$ cat config.mk
export PLATFORM = sky130hd
export DESIGN_NAME = aes_dec_sched
export DESIGN_NICKNAME = d
export VERILOG_FILES = /design/src/rtl/aes_sched_pkg.sv /design/src/rtl/aes_rr_arb.sv /design/src/rtl/aes_dec_sched.sv
export SDC_FILE = /design/constraint.sdc
export NUM_CORES = 1
export LEC_CHECK = 0
export CAP_MARGIN = 10
export CORE_AREA = 2 2 401 403
export CTS_CLUSTER_DIAMETER = 60
export DETAILED_ROUTE_END_ITERATION = 10
export DIE_AREA = 0 0 403 405
export REMOVE_ABC_BUFFERS = 1
export SYNTH_ARGS = -nofsm -noshare
export SYNTH_HDL_FRONTEND = slang
export SYNTH_SLANG_ARGS = --single-unit
$ cat constraint.sdc
create_clock -name clk -period 2.2 [get_ports clk]
set_clock_uncertainty 0.2 [all_clocks]
set_input_delay 0.44 -clock clk [delete_from_list [all_inputs] [get_ports clk]]
set_output_delay 0.44 -clock clk [all_outputs]
set_load 0.02 [all_outputs]
$ cat src/rtl/aes_sched_pkg.sv
`default_nettype none
// ============================================================================
// Module      : aes_sched_pkg
// Description : Shared types and sizes for the two-requester inverse-AES
//               scheduler: FSM state encoding, requester count, block width
//               and WAIT timer width.
// Revision    : 1.0 - initial release
// ============================================================================
package aes_sched_pkg;

  localparam int NUM_REQ = 2;
  localparam int BLK_W   = 128;
  localparam int TMR_W   = 10;

  typedef enum logic [1:0] {
    IDLE  = 2'd0,
    ISSUE = 2'd1,
    WAIT  = 2'd2,
    RESP  = 2'd3
  } state_t;

endpackage : aes_sched_pkg
`default_nettype wire

$ cat src/rtl/aes_rr_arb.sv
`default_nettype none
// ============================================================================
// Module      : aes_rr_arb
// Description : Two-input combinational arbiter. A single active request is
//               granted directly; when both are active, prio selects the
//               winner (0 -> requester 0, 1 -> requester 1).
// Ports       : valid - request bits, one per requester
//               prio  - tie-break selector
//               grant - one-hot grant (all zero when no request)
// Revision    : 1.0 - initial release
// ============================================================================
module aes_rr_arb
  import aes_sched_pkg::*;
(
  input  logic [NUM_REQ-1:0] valid,
  input  logic               prio,
  output logic [NUM_REQ-1:0] grant
);

  always_comb begin
    grant = '0;
    case (valid)
      2'b01:   grant = 2'b01;
      2'b10:   grant = 2'b10;
      2'b11:   grant = prio ? 2'b10 : 2'b01;
      default: grant = '0;
    endcase
  end

endmodule : aes_rr_arb
`default_nettype wire

$ cat src/rtl/aes_dec_sched.sv
`default_nettype none
// ============================================================================
// Module      : aes_dec_sched
// Description : Shares one inverse-AES core between two requesters. Accepts
//               one request at a time, pulses the core start, waits for the
//               result with a timeout, and returns plaintext (or an error)
//               to the requester that owns the operation.
// Ports       : clk, reset                 - clock, sync active-high reset
//               req_valid/ready/data/key   - per-requester request channel
//               core_valid/data/key        - start pulse and operands to core
//               core_res_valid/res_data    - result from core
//               rsp_valid/ready            - per-requester response channel
//               rsp_data, rsp_err          - shared response payload
// Revision    : 1.0 - initial release
// ============================================================================
module aes_dec_sched
  import aes_sched_pkg::*;
#(
  parameter int TIMEOUT_CYCLES = 64
) (
  input  logic                           clk,
  input  logic                           reset,
  input  logic [NUM_REQ-1:0]             req_valid,
  output logic [NUM_REQ-1:0]             req_ready,
  input  logic [NUM_REQ-1:0][BLK_W-1:0]  req_data,
  input  logic [NUM_REQ-1:0][BLK_W-1:0]  req_key,
  output logic                           core_valid,
  output logic [BLK_W-1:0]               core_data,
  output logic [BLK_W-1:0]               core_key,
  input  logic                           core_res_valid,
  input  logic [BLK_W-1:0]               core_res_data,
  output logic [NUM_REQ-1:0]             rsp_valid,
  input  logic [NUM_REQ-1:0]             rsp_ready,
  output logic [BLK_W-1:0]               rsp_data,
  output logic                           rsp_err
);

  localparam logic [TMR_W-1:0] C_TMR_LAST = TMR_W'(TIMEOUT_CYCLES - 1);

  state_t             r_state;
  state_t             w_state_nxt;
  logic               r_prio;
  logic               r_owner;
  logic [TMR_W-1:0]   r_timer;
  logic [BLK_W-1:0]   r_data;
  logic [BLK_W-1:0]   r_key;
  logic [BLK_W-1:0]   r_rsp_data;
  logic               r_rsp_err;

  logic [NUM_REQ-1:0] w_grant;
  logic               w_accept;
  logic               w_timeout;
  logic               w_rsp_done;
  logic               w_gnt_idx;

  aes_rr_arb u_arb (
    .valid (req_valid),
    .prio  (r_prio),
    .grant (w_grant)
  );

  // Grant is one-hot, so bit 1 alone identifies the winning requester.
  assign w_gnt_idx  = w_grant[1];
  assign w_accept   = (r_state == IDLE) && (|w_grant);
  assign w_timeout  = (r_state == WAIT) && (r_timer == C_TMR_LAST);
  assign w_rsp_done = (r_state == RESP) && rsp_ready[r_owner];

  // State register
  always_ff @(posedge clk) begin
    if (reset) begin
      r_state <= IDLE;
    end else begin
      r_state <= w_state_nxt;
    end
  end

  // Next-state logic
  always_comb begin
    w_state_nxt = r_state;
    case (r_state)
      IDLE:    if (w_accept) w_state_nxt = ISSUE;
      ISSUE:   w_state_nxt = WAIT;
      WAIT:    if (core_res_valid || w_timeout) w_state_nxt = RESP;
      RESP:    if (w_rsp_done) w_state_nxt = IDLE;
      default: w_state_nxt = IDLE;
    endcase
  end

  // Output logic
  always_comb begin
    req_ready  = '0;
    core_valid = 1'b0;
    rsp_valid  = '0;
    case (r_state)
      IDLE:    req_ready  = w_grant;
      ISSUE:   core_valid = 1'b1;
      RESP:    rsp_valid  = r_owner ? 2'b10 : 2'b01;
      default: ;
    endcase
  end

  // Datapath: operand capture, WAIT timer, response payload and priority.
  always_ff @(posedge clk) begin
    if (reset) begin
      r_prio     <= 1'b0;
      r_owner    <= 1'b0;
      r_timer    <= '0;
      r_data     <= '0;
      r_key      <= '0;
      r_rsp_data <= '0;
      r_rsp_err  <= 1'b0;
    end else begin
      case (r_state)
        IDLE: begin
          if (w_accept) begin
            r_data  <= req_data[w_gnt_idx];
            r_key   <= req_key[w_gnt_idx];
            r_owner <= w_gnt_idx;
          end
        end
        ISSUE: begin
          r_timer <= '0;
        end
        WAIT: begin
          // A result arriving in the final timer cycle beats the timeout.
          if (core_res_valid) begin
            r_rsp_data <= core_res_data;
            r_rsp_err  <= 1'b0;
          end else if (w_timeout) begin
            r_rsp_data <= '0;
            r_rsp_err  <= 1'b1;
          end else begin
            r_timer <= r_timer + 1'b1;
          end
        end
        RESP: begin
          if (w_rsp_done) r_prio <= ~r_owner;
        end
        default: ;
      endcase
    end
  end

  assign core_data = r_data;
  assign core_key  = r_key;
  assign rsp_data  = r_rsp_data;
  assign rsp_err   = r_rsp_err;

endmodule : aes_dec_sched
`default_nettype wire

### After elaboration in Yosys (flattened, before gate mapping)

Cells that the tools add are included.

| operators by class | value |
|---|---|
| shifts and indexed selects | 0 |
| add/subtract/negate cells | 1 |
| $mul | 0 |
| muxes and demuxes | 23 |
| reductions and logical operators | 13 |
| equality and inequality tests | 12 |
| magnitude comparators | 2 |
| bitwise gates (word level) | 1 |
| divide/modulo/power cells | 0 |

Operators by type and width:

| cell | count |
|---|---|
| 128-bit two-way mux | 6 |
| 10-bit two-way mux | 2 |
| 10-bit case mux with 2 select lines | 1 |
| 2-bit two-way mux | 7 |
| 10-bit by 1-bit adder with 10-bit output (second input constant) | 1 |
| 10-bit by 6-bit == test with 1-bit output (second input constant) | 1 |
| 2-bit == test (second input constant) | 4 |
| 2-bit != test (second input constant) | 4 |
| 2-bit case mux with 4 select lines | 1 |
| 2-bit case mux with 3 select lines | 1 |
| 2-bit AND reduction | 3 |
| 3-bit AND reduction | 2 |
| 1-bit two-way mux | 5 |
| 2-bit by 1-bit == test with 1-bit output (second input constant) | 2 |
| 1-bit by 2-bit < comparator with 1-bit output (second input constant) | 2 |
| 2-bit nonzero test | 2 |
| 1-bit logical AND | 3 |
| 2-bit logical NOT | 1 |
| 2-bit by 1-bit != test with 1-bit output (second input constant) | 1 |
| 2-bit OR reduction | 1 |
| 1-bit logical OR | 1 |
| 1-bit inverter | 1 |

| storage, ports and cells | value |
|---|---|
| RAM bits | 0 |
| bits in latches | 0 |
| output and inout port bits | 390 |
| memories | 0 |
| bits in read-only memories | 0 |
| register bits | 399 |

### Depth between registers and ports, before layout

| depth | value |
|---|---|
| depth in word-level cells | 6 |
| gate-level depth with buffers | 8 |
| depth with buffers taken out | 6 |

### By module

Synthesis repeated with hierarchy kept, for this count alone.

| second synthesis, totals | value |
|---|---|
| cell total of the unflattened synthesis | 1532 |
| area total of the unflattened synthesis | 15981.6 um^2 |

By module, submodules not included:

| module | cells an instance | times used | area an instance (um^2) |
|---|---|---|---|
| aes_dec_sched | 1529 | 1 | 15962.8 |
| aes_rr_arb | 3 | 1 | 18.8 |

### Worst setup path before layout

Ideal clock, no wire load.

| timing | value |
|---|---|
| path kind | input port to output port |
| start | input port req_valid[0] |
| end | output port req_ready[1] |
| path buffers | 2 |
| path slack | 0.097 ns |
| cell stages on the path | 6 |
| data arrival time | 1.463 ns |
| required time | 1.560 ns |
| path through | inv_1 -> o21ai_1 -> buf_2 -> buf_2 -> or2_2 -> inv_1 |

| on the way | value |
|---|---|
| cells in the longest elaborated chain, start to end | 3 |

RTL lines:

| what | RTL line | text |
|---|---|---|
| from (decl) | aes_dec_sched.sv:23 | `input logic [NUM_REQ-1:0] req_valid,` |
| 2-bit == test or 2-bit by 1-bit == test with 1-bit output (tied branches) | aes_rr_arb.sv:22 | `case (valid)` |
| 2-bit case mux with 3 select lines * | aes_rr_arb.sv:22 |  |
| 2-bit two-way mux * | aes_dec_sched.sv:94 | `case (r_state)` |
| to (decl) | aes_dec_sched.sv:24 | `output logic [NUM_REQ-1:0] req_ready,` |

Mark *: on every way between the ends. The rest lies on a longest branch, timed or not.

### Final worst setup path

| timing | value |
|---|---|
| start | register r_timer[9] |
| end | register r_rsp_data[30], in the netlist rsp_data[30] |

| on the way | value |
|---|---|
| cells in the longest elaborated chain, start to end | 4 |

RTL lines:

| what | RTL line | text |
|---|---|---|
| from (decl) | aes_dec_sched.sv:44 | `logic [TMR_W-1:0] r_timer;` |
| from (signal assigned) | aes_dec_sched.sv:133 | `r_timer <= r_timer + 1'b1;` |
| 10-bit by 6-bit == test with 1-bit output | aes_dec_sched.sv:65 | `assign w_timeout = (r_state == WAIT) && (r_timer == C_TMR_LAST);` |
| 1-bit logical AND | aes_dec_sched.sv:65 |  |
| 2-bit nonzero test (no line) | -- |  |
| 2-bit AND reduction (no line) | -- |  |
| to (signal assigned) | aes_dec_sched.sv:127 | `r_rsp_data <= core_res_data;` |
| to (decl) | aes_dec_sched.sv:47 | `logic [BLK_W-1:0] r_rsp_data;` |

No other way between the ends.
A chain may end at the register's enable or synchronous reset.

==> summary.md <==
| Metric | Value |
|---|---|
| Post-synth EDFFs | `0` |
| Simple-Gate Fraction of Synth Area | `7.464%` |
| Max-slew headroom | `64.95%` |
| Vias in the first global route | `16473` |
| Placement Setup Slack | `-0.6176 ns` |
| Status | `finished with violations` |
| Initial antenna violation count | `50` |
| Post-Synthesis Cell Area | `0.01596 mm2` |
| Comb power frac | `44.5%` |
| FILL cells | `17611` |
| Commonest non-fill, non-tap cell in the layout | `clkdlybuf4s50_1` |
| Worst Path Max Fanout | `9` |
| Critical Path End Type | `register` |
| Row count | `147` |
| CP most frequent cell | `buf_12` |
| GR Util All Layers | `13.86%` |
| RSZ-0062 raised after global routing | `yes` |
| Largest net degree at the start of global routing | `67` |
| Io pins | `1037` |
| First drt pass iteration count | `5` |
| Final hold vios | `0` |
| Final worst path period share | `106.9%` |
| Compound-Gate Fraction of Synth Area | `20.46%` |
| Initial DRC count | `945` |
| Non-Filler Instances | `4765` |
| DIE WIDTH | `403 um` |
| Synth unique cells | `38` |
| Final min period | `2.353 ns` |
| TritonCTS Buffers | `61` |
| Setup crit start kind | `register` |
| Clock sinks | `399` |
| Max incr delay on CP | `0.56 ns` |
| Core area | `0.1593 mm2` |
| Most frequent cells in the layout | `clkdlybuf4s50_1 (645), dfxtp_1 (396), nor2_1 (261), mux2i_1 (258), a211oi_1 (257)` |
| Share of cells above drive strength 1 | `14.99%` |
| Drt total wl | `118800 um` |
| Achievable Freq | `425.0 MHz` |
| # setup viols final | `101` |
| Yosys warnings | `0` |
| Reg clk slew, reported paths | `0.06 ns` |
| Detailed-placement wirelength estimate | `101500 um` |
| Worst IR Drop VDD | `0.0005820 V` |
| Die area | `0.1632 mm2` |
| FF+latch count, synth | `399` |
| DR vias/cell | `3.524` |
| Cell internal pwr | `22.14 mW` |
| DR WL/cell | `24.94 um` |
| Crit Path Class | `reg2reg` |
| Sequential power share | `28.1%` |
| Failing checks | `negative setup slack` |
| Met1 WL | `43720 um` |
| Routed wl met3 | `15340 um` |
| Slew @ Worst Pin | `0.5279 ns` |
| Hold Path Depth | `3` |
| Switching Fraction | `40.59%` |
| Slowest-stage cell, CP | `or4_4` |
| Placer Congestion | `0.8658` |
| WP data arrival | `2.70 ns` |
| Mux cell area share after synthesis | `16.18%` |
| CP cell instances | `or4_4 -> o41ai_4 -> a21oi_4 -> buf_12 -> buf_12 -> buf_16 -> a22o_1` |
| Worst reg-to-reg path cell count | `7` |
| Min-delay worst type | `in2reg` |
| GR Overflow Total | `0` |
| Residual DRC | `0` |
| Clock Latency Late Sink | `0.65 ns` |
| Adder and majority cell fraction of the synthesized area | `0.3920%` |
| XOR/XNOR share of the synthesized area | `0%` |
| Die H | `405 um` |
| Worst-case clock buffer depth | `3` |
| Root Driver | `clkbuf_16` |
| ANT nets after route | `0` |
| Synthesized instance count | `1528` |
| WL met2 | `55970 um` |
| Leakage | `13.72 nW` |
| Port Buffer Count | `1036` |
| Final nets | `3269` |
| Post-synthesis sequential area ratio | `50.05%` |
| Syn avg cell area | `10.44 um2` |
| CTS tree | `built` |
| Setup WS post-layout | `-0.1528 ns` |
| Initial Util | `10.02%` |
| Hold Buf Count CTS | `0` |
| Clock share of power | `27.4%` |
| CTS H-tree depth | `2` |
| DR top layer | `met5` |
| Async S/R FF share, synth | `0%` |
| Max-Cap Viols | `0` |
| Max-slew violation count | `0` |
| Critical path data required time | `2.54 ns` |
| Largest family of logic cells by synthesized area | `compound AO/OA/AOI/OAI gates` |
| Post-synth top flop | `dfxtp_1` |
| Dpl cells | `4629` |
| Area grow syn2layout | `96.92%` |
| Hold slack | `0.07511 ns` |
| Routed via count | `16794` |
| Sw power | `15.13 mW` |
| First-pass GRT wire length | `152200 um` |
| P per Cell Area | `1186 mW/mm2` |
==> final timing paths <==
check                                  from  slack, ns                        end
setup / recovery    r_timer[9]$_SDFFE_PP0P_      -0.15  rsp_data[30]$_SDFFE_PP0P_
hold / removal                        reset       0.08  core_key[21]$_SDFFE_PP0P_
setup reg to reg    r_timer[9]$_SDFFE_PP0P_      -0.15  rsp_data[30]$_SDFFE_PP0P_
hold reg to reg   rsp_data[73]$_SDFFE_PP0P_       0.27  rsp_data[73]$_SDFFE_PP0P_
==> worst max-delay path, delay by kind of cell, from the launching register on <==
family | cells | cell delay [ns]
AO/OA/AOI/OAI | 3 | 0.63
buffers and inverters | 3 | 0.47
AND/OR/NAND/NOR | 1 | 0.56
flip-flops | 1 | 0.32
==> cell usage after synthesis, types with 5 or more instances <==
| master | n | area share [%] |
|---|---|---|
| a211oi_1 | 258 | 12 |
| a21oi_1 | 12 | 0.38 |
| a22o_1 | 128 | 7.0 |
| buf_1 | 10 | 0.24 |
| buf_2 | 29 | 0.91 |
| buf_6 | 5 | 0.35 |
| buf_8 | 11 | 1.0 |
| clkbuf_1 | 80 | 1.9 |
| clkbuf_8 | 9 | 0.78 |
| dfxtp_1 | 399 | 50 |
| ha_1 | 5 | 0.39 |
| inv_1 | 9 | 0.21 |
| mux2i_1 | 258 | 16 |
| nand2_1 | 6 | 0.14 |
| nor2_1 | 263 | 6.2 |
| o31ai_1 | 6 | 0.28 |
| or4_1 | 6 | 0.28 |
==> layout make-up <==
type                       count  area, um2  area share, %
sequential                   399       7991          25.43
multi-input combinational    975       7206          22.93
inverter                       9      36.28         0.1155
clock buffer                  73       1653          5.259
tap                         2086       2610          8.305
timing repair buffer        1171      11430          36.36
antenna                       11      27.53        0.08759
clock inverter                41      476.7          1.517
==> flip-flops by register name, indices dropped and copies added (netlist names) <==
register / count
r_state: 2
core_data: 128
core_key: 128
r_owner: 1
rsp_data: 128
r_prio: 1
r_timer: 10
rsp_err: 1
==> logic make-up after synthesis <==
logic type	after synthesis
AOI/OAI and AO/OA	416
DFF	399
and+or+nand+nor	296
muxes	258
buffers and inverters	154
adders and majority gates	5
==> repair_timing <==
| item | CTS | global route |
|---|---|---|
| gates cloned | 8 | 0 |
| endpoints found under the setup margin | 421 | 145 |
| resized for setup | 408 | 13 |
| pin swaps | 6 | 3 |
| buffers inserted | 3 | 4 |
==> metrics by stage <==
stage	util, %	cell area [um2]	power [mW]	TNS (ns)
after floorplan	-	15120	12.48	-5009.60
after global placement	18.33	29200	28.02	-86.82
after detailed placement	18.33	29200	28.12	-87.58
after CTS	19.73	31420	38.05	-7.903
after global routing	19.72	31410	39.57	-9.232
final	19.73	31430	37.27	-5.865
==> power by group through the flow <==
stage,logic [mW],clock network (mW),registers [mW]
final,16.6,10.2,10.5
after global routing,18.1,10.8,10.7
after CTS,17.0,10.6,10.5
after detailed placement,17.5,0,10.6
after global placement,17.5,0,10.6
after floorplan,3.17,0,9.31
==> routing by layer <==
metal	GRT usage (%)	vias up
li1	-	7884
met1	14.89	7963
met2	23.06	739
met3	7.958	184
met4	3.903	24
met5	0	-
No activity file was read; power rests on OpenSTA's default activity.
